===== src/rtl/core_pkg.sv =====
`default_nettype none
// ============================================================================
// Module : core_pkg
// Brief  : Shared types and constants for the RV32I single-cycle core.
// Rev    : 1.0 - initial release
// ============================================================================
package core_pkg;

    localparam int XLEN = 32;

    typedef enum logic [1:0] {
        WB_ALU = 2'b00,
        WB_MEM = 2'b01,
        WB_PC4 = 2'b10,
        WB_RSV = 2'b11
    } wb_sel_e;

endpackage : core_pkg
`default_nettype wire


===== src/rtl/mux_wb.sv =====
`default_nettype none
// ============================================================================
// Module : mux_wb
// Brief  : Write-back source selector (ALU / memory / PC+4), optional output
//          register and sticky illegal-select flag.
// Rev    : 1.0 - initial release
// ============================================================================
module mux_wb
    import core_pkg::*;
#(
    parameter int XLEN    = core_pkg::XLEN,
    parameter bit REG_OUT = 1'b0
) (
    input  logic            clk,
    input  logic            rst,
    input  logic [XLEN-1:0] alu_result,
    input  logic [XLEN-1:0] mem_data,
    input  logic [XLEN-1:0] pc_plus4,
    input  logic [1:0]      MemToReg,
    output logic [XLEN-1:0] wb_data,
    output logic            sel_err
);

    wb_sel_e         w_sel;
    logic [XLEN-1:0] w_sel_data;
    logic            r_sel_err;

    assign w_sel = wb_sel_e'(MemToReg);

    // Reserved and unknown encodings resolve to zero so wb_data is never X.
    always_comb begin
        w_sel_data = '0;
        unique case (w_sel)
            WB_ALU:  w_sel_data = alu_result;
            WB_MEM:  w_sel_data = mem_data;
            WB_PC4:  w_sel_data = pc_plus4;
            WB_RSV:  w_sel_data = '0;
            default: w_sel_data = '0;
        endcase
    end

    generate
        if (REG_OUT) begin : g_reg_out
            logic [XLEN-1:0] r_wb_data;

            always_ff @(posedge clk or posedge rst) begin
                if (rst) begin
                    r_wb_data <= '0;
                end else begin
                    r_wb_data <= w_sel_data;
                end
            end

            assign wb_data = r_wb_data;
        end else begin : g_comb_out
            assign wb_data = w_sel_data;
        end
    endgenerate

    always_ff @(posedge clk or posedge rst) begin
        if (rst) begin
            r_sel_err <= 1'b0;
        end else if (w_sel == WB_RSV) begin
            r_sel_err <= 1'b1;
        end
    end

    assign sel_err = r_sel_err;

endmodule : mux_wb
`default_nettype wire


===== config.mk =====
export PLATFORM = sky130hd
export DESIGN_NAME = mux_wb
export DESIGN_NICKNAME = d
export VERILOG_FILES = /design/src/rtl/core_pkg.sv /design/src/rtl/mux_wb.sv
export SDC_FILE = /design/constraint.sdc
export NUM_CORES = 1
export LEC_CHECK = 0
export BUFFER_PORTS_ARGS = -buffer_cell sky130_fd_sc_hd__buf_2
export CAP_MARGIN = 20
export CELL_PAD_IN_SITES_DETAIL_PLACEMENT = 1
export CELL_PAD_IN_SITES_GLOBAL_PLACEMENT = 1
export CORE_MARGIN = 2
export CORE_UTILIZATION = 22
export CTS_CLUSTER_DIAMETER = 120
export DETAILED_ROUTE_END_ITERATION = 16
export GPL_TIMING_DRIVEN = 0
export HOLD_SLACK_MARGIN = 0.02
export PLACE_DENSITY_LB_ADDON = 0.1
export SETUP_SLACK_MARGIN = 0.05
export SLEW_MARGIN = 20
export SYNTH_ARGS = -nofsm -noshare
export SYNTH_HDL_FRONTEND = slang
export SYNTH_SLANG_ARGS = --single-unit

===== constraint.sdc =====
create_clock -name clk -period 2.3 [get_ports clk]
set_input_delay 0.345 -clock clk [delete_from_list [all_inputs] [get_ports clk]]
set_output_delay 0.345 -clock clk [all_outputs]
set_load 0.05 [all_outputs]

## Yosys cells after proc, flatten, opt, wreduce, memory -nomap -nowiden

Cells that the tools add are included.
W data, S select, Z words.

- Reductions and logical operators: 1
- Multiplexer cells: 1
- Equal/unequal tests: 3

Operator list:

| cell | count |
|---|---|
| $pmux W32 S4 | 1 |
| $eq A2 B2 Y1 const B | 2 |
| $eq A2 B1 Y1 const B | 1 |
| $logic_not A2 Y1 | 1 |

- Register bits: 1
- Input bits: 100
- Word-level logic and storage cells: 6

## Depth between registers and ports, before layout

- Word-level depth: 2
- Mapped depth: 5
- Mapped depth without buffers: 2

## Least setup slack after synthesis

No wires, ideal clock.

- Path type: in2out
- Start: in MemToReg[1]
- End: out wb_data[29]
- Stages on the path: 3
- Data required time: 1.955 ns
- Slack: 0.599 ns
- Arrival time: 1.356 ns
- Cell sequence: buf_6 -> mux2i_1 -> o2bb2ai_1

- Word-level cells in the longest chain between the ends: 2

Ends and longest elaborated chain:

| what | line | RTL |
|---|---|---|
| from (decl) | mux_wb.sv:19 | `input logic [1:0] MemToReg,` |
| $eq A2 B2 Y1 (tied with other cells) | mux_wb.sv:33 | `unique case (w_sel)` |
| $pmux W32 S4 (*) | mux_wb.sv:33 |  |
| to (decl) | mux_wb.sv:20 | `output logic [XLEN-1:0] wb_data,` |

Every way passes the cells marked *; elsewhere a longest branch is shown, timed or not.

## Worst setup path after layout

- Start: in MemToReg[1]
- End: out wb_data[26]

Same word-level chain as after synthesis.

==> impl_results.md <==
- Compound-Gate Fraction of Synth Area: 0.485
- F_max: 631 MHz
- Total die area: 5010 µm²
- Hold-fix buffers at CTS: 0
- Rel. slew slack: 0.805
- # nets final: 312
- DRT antenna net count: 0
- WS Path Type: input pin to output pin
- Largest net degree at the start of global routing: 11
- Post-DP HPWL: approximately 3.2 mm
- Met3 Use GR: 0.0214
- GPL Wtd Cong: 0.739
- Post-Synth XOR/XNOR Area: 0
- Crit start category: input pin
- Non-Filler Instances: between 200 and 300
- RSZ-0062 raised after global routing: no
- Hold Violations, Final: 0
- Clock slew seen by the registers of the worst setup and hold paths: 0 ns
- Setup TNS: 0 ns
- Worst hold path type: input pin to async pin
- Gate Count Post-Synth: 80
- CP startpoint: MemToReg[1]
- Leakage power: 0.923 nW
- Final setup fails: 0
- Critical path data required time: 1.96 ns
- Fillcell total: around 530
- Die X: 70.8 µm
- Worst-Margin Slew: 0.293 ns
- Antenna violations before repair: 0
- First-pass GRT wire length: 5.64 mm
- PwrDens: around 290 nW/µm²
- Post-CTS setup buffers: 0
- Row cnt: 24
- Crit path max fanout: 10
- Total core area: approximately 4300 µm²
- Met2 Use GR: 0.271
- PostCTS Resize Cnt: 0
- Worst skew pair latency: 0 ns
- Synth Area in Simple Gates: 0.0140
- Starting Density: 0.227
- Via/cell ratio: 4.61
- Slew Viols, Final: 0
- Reg area: about 25 µm²
- Layer with the highest usage: met2
- Via count: 1209
- Mux share of post-synthesis cell area: 0.327
- Final hold slack: 0.182 ns
- GR Overflow Total: 0
- DP Cell Count: 262
- IO Pins: roughly 130
- Synth-to-Final Area Change: 73.0%
- Largest family of logic cells by synthesized area: compound AO/OA/AOI/OAI gates
- Number of remaining DRC errors: 0
- Max-Cap Viols: 0
- Share of cells above drive strength 1: 0.824
- Area of the multi-input gates: 810 µm²
- Drt pass-1 iters: 2
- Post-layout minimum cycle time: 1.58 ns
- Avg WL per Cell: 13.4 µm
- Status: completed
- Post-synthesis cell type count: 10
- Setup crit end kind: output pin
- Synthesized flop and latch total: 1
- Peak VDD IR: 112 µV
- Vias in the first global route: about 1300
- Core Util, Final: 0.392
- Ant. Diodes: 0
- Register area share after synthesis: 0.0255
- R2R setup slack: 1.68 ns
- CP arrival: between 1 and 1.5 ns
- Largest register FFs: 1
- Chip Height: between 70 and 80 µm
- Synth Net Count: 180
- Tot GR Track Use: 0.131
- Reg2reg start: sel_err
- Final period utilization: 0.689
- Synth Cell Area: 981 µm²
- Skew final: 0 ns
- Iteration-0 DRC Markers: 19
- # port buffers: 130
- Yosys warns: 0
- Syn Area/Cell: 12.3 µm²
- Met1 usage in global routing: 0.146
- Adder-cell area share of the yosys netlist: 0
- Routed WL: 3.51 mm
- Cells on worst reg2reg path: 1
-- path summary, 6_finish.rpt --
kind,end
min,sel_err
max in group asynchronous,sel_err
max,wb_data[26]
max reg2reg,sel_err
min in group clk,sel_err
min reg2reg,sel_err
-- synthesized netlist by cell type --
library cell / count / area share
nor2b_4: 1 / 0.014
buf_12: 3 / 0.061
dfrtp_1: 1 / 0.026
buf_2: 3 / 0.015
inv_1: 1 / 0.0038
buf_6: 6 / 0.069
mux2i_1: 32 / 0.33
o2bb2ai_2: 30 / 0.46
a21o_1: 1 / 0.0077
o2bb2ai_1: 2 / 0.018
-- kinds of logic after synthesis --
kind of cell | count (synthesis)
AO/OA/AOI/OAI | 33
multiplexers | 32
buffers and inverters | 13
flip-flops | 1
AND/OR/NAND/NOR | 1
-- per-layer routing --
| layer | vias to the layer above | share of wire |
|---|---|---|
| met5 | - | 0 |
| met4 | 0 | 0 |
| met3 | 0 | 0.10 |
| met2 | 72 | 0.55 |
| met1 | 550 | 0.35 |
| li1 | 587 | - |
-- final cells by class --
class,count,share of cell area
Buffer,12,0.0841
Inverter,1,0.00221
Timing Repair Buffer,130,0.383
Multi-Input combinational cell,66,0.477
Sequential cell,1,0.0147
Tap cell,52,0.0383
-- power breakdown --
group	leakage [nW]	switching (mW)	internal, mW
registers	0.00875	0.0000000159	0.0179
logic	0.914	0.298	0.177
clock network	0	0	0
-- worst max-delay path: stages --
cell and delay (ns):
buf_6 0.12, nor2b_4 0.10, buf_6 0.14, buf_12 0.15, o2bb2ai_2 0.10, buf_2 0.27
-- stage by stage --
step | setup WS, ns | instance area [µm²] | total power [mW]
after global placement | 0.716 | 1700 | 0.488
after detailed placement | 0.694 | 1700 | 0.499
after CTS | 0.689 | 1700 | 0.500
final | 0.716 | 1700 | 0.493
after global routing | 0.634 | 1700 | 0.521
after floorplan | 0.599 | 981 | 0.347
-- cells in the final DEF (no fill, tap or decap) --
cell type	n
buf_6	6
a21o_1	1
nor2b_4	1
dfrtp_1	1
o2bb2ai_1	2
mux2i_1	32
buf_12	3
inv_1	1
buf_2	133
o2bb2ai_2	30
(Power assumes the default switching activity.)
